**config.mk**
```make
export PLATFORM = sky130hd
export DESIGN_NAME = reset_sequencer
export DESIGN_NICKNAME = d
export VERILOG_FILES = /design/src/rtl/reset_sequencer.sv
export SDC_FILE = /design/constraint.sdc
export NUM_CORES = 1
export LEC_CHECK = 0
export ABC_AREA = 1
export CELL_PAD_IN_SITES_DETAIL_PLACEMENT = 1
export CELL_PAD_IN_SITES_GLOBAL_PLACEMENT = 2
export CORE_UTILIZATION = 32
export DETAILED_ROUTE_END_ITERATION = 6
export HOLD_SLACK_MARGIN = 0.1
export PLACE_DENSITY_LB_ADDON = 0.1
export SYNTH_ARGS = -nofsm -noshare
export SYNTH_HDL_FRONTEND = slang
export SYNTH_SLANG_ARGS = --single-unit
```
**constraint.sdc**
```tcl
create_clock -name clk -period 2.8 [get_ports clk]
set_input_delay 0.7 -clock clk [delete_from_list [all_inputs] [get_ports clk]]
set_output_delay 0.7 -clock clk [all_outputs]
set_load 0.01 [all_outputs]
```
**src/rtl/reset_sequencer.sv**
```systemverilog
// Ordered reset release: holds all stages for HOLD_CYCLES, then frees one stage every GAP_CYCLES, then enables.
// Done/en_out rise HOLD_CYCLES + (NUM_STAGES-1)*GAP_CYCLES + 1 edges after rst/sw_req drop; no backpressure, sw_req/rst restart at any time.
module reset_sequencer #(
  parameter int NUM_STAGES  = 4,
  parameter int HOLD_CYCLES = 16,
  parameter int GAP_CYCLES  = 4,
  parameter int CNT_WIDTH   = 8
) (
  input  logic                  clk,
  input  logic                  rst,
  input  logic                  sw_req,
  output logic [NUM_STAGES-1:0] rst_out,
  output logic                  en_out,
  output logic                  done,
  output logic [1:0]            state_o
);

  localparam int IDX_W = (NUM_STAGES > 1) ? $clog2(NUM_STAGES) : 1;

  localparam logic [CNT_WIDTH-1:0] HOLD_LAST = CNT_WIDTH'(HOLD_CYCLES - 1);
  localparam logic [CNT_WIDTH-1:0] GAP_LAST  = CNT_WIDTH'(GAP_CYCLES - 1);
  localparam logic [IDX_W-1:0]     IDX_LAST  = IDX_W'(NUM_STAGES - 1);
  localparam logic [IDX_W-1:0]     IDX_FIRST = (NUM_STAGES > 1) ? IDX_W'(1) : '0;

  typedef enum logic [1:0] {
    ST_ASSERT  = 2'd0,
    ST_RELEASE = 2'd1,
    ST_SETTLE  = 2'd2,
    ST_RUN     = 2'd3
  } state_t;

  state_t               state;
  logic [CNT_WIDTH-1:0] cnt;
  logic [IDX_W-1:0]     idx;

  assign state_o = state;

  always_ff @(posedge clk) begin
    // A software request restarts from any state; in ASSERT this just reloads the hold count.
    if (rst || sw_req) begin
      state   <= ST_ASSERT;
      cnt     <= '0;
      idx     <= '0;
      rst_out <= '1;
      en_out  <= 1'b0;
      done    <= 1'b0;
    end else begin
      case (state)
        ST_ASSERT: begin
          if (cnt == HOLD_LAST) begin
            cnt     <= '0;
            idx     <= IDX_FIRST;
            rst_out <= rst_out << 1;
            state   <= (NUM_STAGES == 1) ? ST_SETTLE : ST_RELEASE;
          end else begin
            cnt <= cnt + 1'b1;
          end
        end
        ST_RELEASE: begin
          if (cnt == GAP_LAST) begin
            cnt <= '0;
            // Stages still in reset are always the upper bits, so a shift frees the next index.
            rst_out <= rst_out << 1;
            if (idx == IDX_LAST) begin
              state <= ST_SETTLE;
            end else begin
              idx <= idx + 1'b1;
            end
          end else begin
            cnt <= cnt + 1'b1;
          end
        end
        ST_SETTLE: begin
          cnt    <= '0;
          state  <= ST_RUN;
          en_out <= 1'b1;
          done   <= 1'b1;
        end
        default: begin
          cnt     <= '0;
          rst_out <= '0;
          en_out  <= 1'b1;
          done    <= 1'b1;
        end
      endcase
    end
  end

endmodule

```
**After elaboration in Yosys (flattened, before gate mapping)**

Index checks and enable logic that the tools add are counted.
Widths: inputs -> output; s select.

- Bitwise logic cells: 1
- Equal/unequal tests: 9
- Mux-type cells: 13
- $add $sub $neg: 2
- Reductions and logical operators: 8

Operators by type and width:

| operator | count |
|---|---|
| $mux 8 | 2 |
| $pmux 8 s2 | 1 |
| $pmux 4 s3 | 1 |
| $mux 2 | 5 |
| $add 8x1->8 const B | 1 |
| $eq 8x2->1 const B | 1 |
| $eq 8x4->1 const B | 1 |
| $mux 4 | 2 |
| $ne 2x2->1 const B | 4 |
| $reduce_and 4->1 | 2 |
| $pmux 2 s3 | 1 |
| $eq 2x2->1 const B | 2 |
| $pmux 2 s2 | 1 |
| $reduce_and 3->1 | 1 |
| $reduce_bool 3->1 | 1 |
| $add 2x1->2 const B | 1 |
| $eq 2x1->1 const B | 1 |
| $logic_not 2->1 | 1 |
| $reduce_bool 2->1 | 1 |
| $reduce_or 2->1 | 1 |
| $logic_or 1x1->1 | 1 |
| $not 1->1 | 1 |

- Flip-flop bits (word level): 17
- Output and inout port bits: 8
- Word-level logic and storage cells: 38
- Bits of input ports: 3

**Depth between registers and ports, before layout**

Gate-level depths: netlist (run 1).

- Depth after elaboration: 4
- Gate-level depth with buffers: 9
- Gate-level depth less buffers: 9

**Least setup slack after synthesis (run 1)**

Ideal clock, no wire load.

- Kind: reg-to-reg
- Start point: reg state[1] (netlist: state_o[1])
- End point: reg idx[0]
- Arrival: 1.269 ns
- Data required time: 2.684 ns
- Setup time: 0.116 ns
- Stages on the path, launching flop included: 9
- Period minus slack after synthesis: 1.385 ns
- Setup slack: 1.415 ns
- Buffers on the path: 0
- Cell sequence: dfxtp_1 > inv_1 > ha_1 > nor2_1 > a21oi_1 > nand3_1 > nand2_1 > inv_1 > nor2_1

- Word-level cells in the longest chain between the ends: 3
- Elaborated cells on any way between the ends: 8
- Classes of those cells: 4 x eq/ne; 1 x mux; 3 x reduce/logical

Ends and longest elaborated chain:

| item | line | RTL |
|---|---|---|
| start, declared | 32 | `state_t state;` |
| start signal, assigned | 54 | `state <= (NUM_STAGES == 1) ? ST_SETTLE : ST_RELEASE;` |
| $eq 2x1->1 or $logic_not 2->1 (tied branches) | 48 | `case (state)` |
| $ne 2x2->1 (no line) or $reduce_bool 2->1 (tied branches) | n/a |  |
| $reduce_and 4->1 (no line) | n/a |  |
| end signal, assigned | 67 | `idx <= idx + 1'b1;` |
| end, declared | 34 | `logic [IDX_W-1:0] idx;` |

Several ways; a longest one is shown, not always the timed one.
A chain may end at the register's enable or synchronous reset.

**Worst setup path after layout (run 1)**

- Start point: reg state[0] (netlist: state_o[0])
- End point: out state_o[0]

RTL lines:

| item | line | RTL |
|---|---|---|
| end, declared | 15 | `output logic [1:0] state_o` |

No word-level cell between the ends.

==> results of run 1 <==
==> final cells by class <==
type | count | area (sq um)
Sequential cell | 17 | 340
Clock inverter | 1 | 5.00
Timing Repair Buffer | 10 | 100
Multi-Input combinational cell | 77 | 448
Inverter | 19 | 71.3
Clock buffer | 3 | 22.5
Fill cell | 323 | 1500
Tap cell | 30 | 37.5
==> state kept, by name, indices dropped and copies added (netlist names) <==
register / flops
cnt: 8
rst_out: 4
idx: 2
state_o: 2
done: 1
==> routing by layer <==
metal	vias up	GRT usage, %
li1	381	-
met5	-	0
met2	11	21.8
met4	0	7.69
met1	318	21.1
met3	5	2.54
==> stage by stage <==
stage	setup WS (ns)	cell area [sq um]	instances	hold WS, ns
after global routing	0.770	1020	157	0.498
after floorplan	1.42	867	114	0.418
after detailed placement	0.868	997	153	0.451
after global placement	0.936	997	153	0.436
after CTS	0.816	1020	157	0.475
final	0.834	1020	157	0.470
==> cells in the final DEF, fill, tap and decap left out, types with 2 or more instances in the layout <==
cell,Yosys,layout
nor2_1,22,22
inv_1,19,19
nand2_1,18,18
dfxtp_1,17,17
clkdlybuf4s50_1,0,10
nand3_1,7,7
nand4_1,7,7
ha_1,6,6
xor2_1,4,4
clkbuf_4,0,3
nor2_2,2,2
nand2_2,2,2
==> report_power, final <==
group | leakage [nW] | switching (W) | internal [W]
Combinational | 0.292 | 0.00000692 | 0.00000490
Sequential | 0.137 | 0.00000102 | 0.000243
Clock | 0.0177 | 0.0000801 | 0.0000531
==> final timing paths <==
| check | from | slack [ns] | to |
|---|---|---|---|
| hold / removal | cnt[0] | 0.47 | cnt[0] |
| setup reg to reg | state_o[1] | 1.13 | idx[0] |
| hold reg to reg | cnt[0] | 0.47 | cnt[0] |
| setup / recovery | state_o[0] | 0.83 | state_o[0] |
==> logic make-up after synthesis <==
family                     Yosys count  synth area share, %
and+or+nand+nor                     61                 31.9
buffers and inverters               20                 9.09
DFF                                 17                 39.3
adders and majority gates            6                 8.66
AOI/OAI and AO/OA                    5                 6.06
xor gates and xnor gates             5                 5.05
==> impl_metrics.yaml, run 1 <==
worst_setup_path:
  crit_chain: "clkdlybuf4s50_1"
  r2r_cells: 8
  cp_max_fo: 4
  worst-path-buf-inv: 1
  cpPeakStageDelay_ns: 0.56
  path_depth: 1
  cp.arrival_ns: 1.27
  end_kind: "primary output"
  path_delay_family: "buffers and inverters"
  cp-start-kind: "register"
  slowest_stage: "clkdlybuf4s50_1"
  path_class: "reg -> out"
  worstPathRequired_ns: 2.10
timing:
  max-slew-margin-rel_pct: 70.8
  fin_crit_sh_pct: 70.2
  tightest_slew_ns: 0.437
  finalCriticalPeriod_ns: 1.97
  max_freq_ghz: 0.509
  rsz0062_at_grt: "false"
  finalSetupViolCount: 0
  drv_slew: 0
  setup_tns_ns: 0
  fin_worst_skew_ns: 0.00400
  hold_viol_final: 0
cells_and_area:
  nNetsFinal: 137
  area_delta_synth_final_pct: 18.2
  n_antenna_cell: 0
  drive_above_1_share_pct: 8.66
  utilization_pct: 40.6
clock_tree:
  numCtsBuffers: 3
  cts_tree: "yes"
  clk_pin_slew_ns: 0.10
  clock-root-buffer: "clkbuf_4"
  cts_setup_buffers: 0
  cts.htree.levels: 1
  cts_resized: 0
  insertion_delay_ns: 0.29
  cts.sinks: 17
  clockBufferDepth: 2
  cts-hold-fix-buffers: 0
synth:
  syn_area_sq_um: 867
  yosysMostFrequentCell: "nor2_1"
  synth_cells: 114
  yosysTopAreaCellShare_pct: 39.2
  synth.avg_cell_area_sq_um: 7.61
  synth_common_cells: "22 x nor2_1, 19 x inv_1, 18 x nand2_1, 17 x dfxtp_1"
  synthFlopType: "dfxtp_1"
  ys_seq_elements: 17
  mappedNetlistNets: 123
  seq_area_frac_synth_pct: 39.2
  ys_top_cells_by_area: "dfxtp_1 39%, nor2_1 9.5%, ha_1 8.7%"
  synth_top_area_cell: "dfxtp_1"
  async_flop_share_pct: 0
  yosys_warnings: 0
  ys_types: 20
  synth_edf_count: 0
route:
  wl_mm: 1.84
  dr.first_iter.drc_count: 6
  met2_length_um: 752
  drtPass1Iterations: 4
  dr_wl_met3_um: 45
  routed_via_density: 4.55
  vias: 715
  ant_nets: 0
  wire_per_inst_um: 11.7
  drt-met1-wl_mm: 1.01
  drc: 0
  top_layer: "met4"
floorplan:
  io_pins: 11
  start_util_pct: 34.4
  dieArea_sq_mm: 0.00292
  fp.dieW_um: 54.1
  core_sq_mm: 0.00252
  fp-row-count: 18
  dieHeight_um: 54.1
global_route:
  grt_pass1_wl_mm: 3.10
  antenna_found_initial: 0
  grt_max_degree: 11
  grt_pass1_vias: 699
  grt-ovfl-total: 0
  globalRouteTotalUtil_pct: 15.1
power:
  vdd_drop_max_mv: 0.205
  p_leak_nw: 0.447
  p_per_area_mw_per_mm2: 380
  fin_total_pwr_w: 0.000389
placement:
  hpwlAfterDp_mm: 1.41
  io_buffers: 10
  globalplace.congestion: 0.672
run:
  drv_cap: 0
hold_path:
  holdPathStages: 1
  hp-class: "reg -> reg"
run_status:
  outcome: "completed"
Power figures use the tool's default switching activity.
==> run 2: changes to the inputs <==
--- a/config.mk
+++ b/config.mk
@@ -8,7 +8,7 @@
 export ABC_AREA = 1
 export CELL_PAD_IN_SITES_DETAIL_PLACEMENT = 1
 export CELL_PAD_IN_SITES_GLOBAL_PLACEMENT = 2
-export CORE_UTILIZATION = 32
+export CORE_UTILIZATION = 27
 export DETAILED_ROUTE_END_ITERATION = 6
 export HOLD_SLACK_MARGIN = 0.1
 export PLACE_DENSITY_LB_ADDON = 0.1
==> constraint.sdc (replaced) <==
create_clock -name clk -period 1.6 [get_ports clk]
set_input_delay 0.4 -clock clk [delete_from_list [all_inputs] [get_ports clk]]
set_output_delay 0.4 -clock clk [all_outputs]
set_load 0.01 [all_outputs]
==> run 2 against run 1 <==
Die area grew 18%; via count is 7.4% higher; wire length up 5.7%; largest cell class unchanged; highest routed layer unchanged.
==> impl_metrics.yaml, run 2 (synthesis gave the netlist of run 1 again) <==
timing:
  tightest_slew_ns: 0.352
  finalSetupViolCount: 0
  max_freq_ghz: 0.699
  fin_worst_skew_ns: 0.00734
  setup_tns_ns: 0
  fin_crit_sh_pct: 89.4
  rsz0062_at_grt: "false"
  fin_ws_ns: 0.169
  hold_viol_final: 0
  max-slew-margin-rel_pct: 76.5
  drv_slew: 0
  finalCriticalPeriod_ns: 1.43
route:
  routed_via_density: 4.34
  drc: 0
  wl_mm: 1.94
  drtPass1Iterations: 4
  ant_nets: 0
  vias: 768
  dr.first_iter.drc_count: 14
  wire_per_inst_um: 11.0
cells_and_area:
  final_cell_mix: "22 x nor2_1, 19 x inv_1, 18 x nand2_1, 16 x dfxtp_1, 8 x dlygate4sd2_1"
  drive_above_1_share_pct: 15.0
  n_antenna_cell: 0
  seqCellArea_sq_um: 342
  largest_register_ffs: 8
  multi_input_area_sq_um: 464
  reg_top3: "cnt: 8 flops, rst_out: 4 flops"
  nNetsFinal: 143
  area_delta_synth_final_pct: 25.4
  largest-register: "cnt"
  final_common_cell: "nor2_1"
  fill_cells: 404
placement:
  hpwlAfterDp_mm: 1.45
  globalplace.congestion: 0.688
  dp_slack_ns: 0.0194
  io_buffers: 10
power:
  netSwitchingFraction_pct: 22.5
  p_per_area_mw_per_mm2: 628
  clockPowerShare_pct: 34.0
  power.switching_w: 0.000154
  p_int_w: 0.000529
  p_leak_nw: 0.492
  vdd_drop_max_mv: 0.203
  seq_power_share_pct: 62.6
  power_frac_comb_pct: 3.4
clock_tree:
  numCtsBuffers: 3
  clockBufferDepth: 2
  insertion_delay_ns: 0.29
  clock-root-buffer: "clkbuf_4"
  cts.htree.levels: 1
  cts.sinks: 17
  cts_tree: "yes"
  clk_pin_slew_ns: 0.11
global_route:
  grt_pass1_wl_mm: 3.28
  globalRouteTotalUtil_pct: 13.0
  antenna_found_initial: 0
  grt_max_degree: 11
  grt-ovfl-total: 0
  grt_pass1_vias: 746
worst_setup_path:
  cp_max_fo: 7
  rr_endpoint: "cnt[5]"
  crit_chain: "ha_2 -> nand2_1 -> o21ai_4 -> nand2_1 -> nand2_2 -> nor2_1"
  cp-start-kind: "register"
  end_kind: "register"
  slowest_stage: "dfxtp_1"
  r2r_cells: 6
  cpPeakStageDelay_ns: 0.37
  cpMostUsedCell: "nand2_1"
  r2r-start: "cnt[0]"
  path_class: "reg -> reg"
  r2r_setup_slack_ns: 0.17
  worstPathRequired_ns: 1.78
  cp.arrival_ns: 1.62
floorplan:
  io_pins: 11
  fp-row-count: 20
  dieHeight_um: 58.7
  start_util_pct: 28.4
  dieArea_sq_mm: 0.00344
  fp.dieW_um: 58.7
  core_sq_mm: 0.00305
hold_path:
  hp-start: "cnt[0]"
  holdPathEnd: "cnt[0]"
  hp-class: "reg -> reg"
  holdPathStages: 1
run_status:
  outcome: "completed"
run:
  drv_cap: 0
[run 2: cell count changes in the layout (fill, tap and decap cells not counted), sizes merged]
cell,delta
clkdlybuf4s50,-8
dlygate4sd2,+8
buf,+5
o21bai,+1
[run 2: how the worst max path moves through the flow]
stage	end	cells past startpoint	start	slack, ns
global placement	cnt[3]	4	sw_req	0.02
global route	state_o[0]	9	state_o[1]	0.03
floorplan	idx[0]	8	state_o[1]	0.22
finish	cnt[5]	6	cnt[0]	0.17
detailed placement	cnt[3]	4	sw_req	0.02
CTS	cnt[5]	6	cnt[0]	0.07
[run 2: final cells by class]
class                      count  area share [%]
clock inverter                 1           0.460
multi-input combinational     78            42.7
inverter                      19            6.56
tap                           44            5.06
clock buffer                   3            2.07
sequential                    17            31.4
timing repair buffer          15            11.7
[run 2: layer usage]
layer  vias to the layer above  global-route usage, %  wire length [um]
li1                        402                      -                 -
met5                         -                      0                 0
met1                       358                   15.9               956
met4                         0                   7.14                21
met2                         6                   21.3               917
met3                         2                   2.64                46
[run 2: timing repair]
item,CTS,global route
hold buffers,0,0
pin swaps,0,1
cloned,0,1
setup endpoints to repair,8,14
gates resized for setup,9,2
setup buffers,0,2
[run 2: critical path, delay by kind of cell (launching register included)]
kind,cells,cell delay (ns)
compound gates,1,0.25
fa+ha+maj,1,0.23
flops,1,0.37
simple gates,4,0.47
[run 2: power groups by stage]
stage / clock network, W / logic, W / registers (W)
global route: 0.000277 / 0.0000261 / 0.000428
global placement: 0 / 0.0000238 / 0.000437
finish: 0.000232 / 0.0000230 / 0.000427
detailed placement: 0 / 0.0000234 / 0.000437
CTS: 0.000253 / 0.0000235 / 0.000427
floorplan: 0 / 0.0000120 / 0.000436
[run 2: stage by stage]
step                hold slack [ns]  util (%)  instance area [sq um]  instances  total power (W)
detailed placement            0.439      34.0                   1040        170         0.000460
global placement              0.429      34.0                   1040        170         0.000461
finish                        0.462      35.6                   1090        177         0.000682
floorplan                     0.418         -                    867        114         0.000448
CTS                           0.463      34.6                   1060        174         0.000704
global route                  0.479      35.6                   1090        177         0.000731
==> run 3: changes to the inputs <==
--- a/config.mk
+++ b/config.mk
@@ -6,6 +6,7 @@
 export NUM_CORES = 1
 export LEC_CHECK = 0
 export ABC_AREA = 1
+export CAP_MARGIN = 30
 export CELL_PAD_IN_SITES_DETAIL_PLACEMENT = 1
 export CELL_PAD_IN_SITES_GLOBAL_PLACEMENT = 2
 export CORE_UTILIZATION = 27
==> results of run 3 <==
Same layout as run 2: the final DEF is identical, and so are final timing and power.
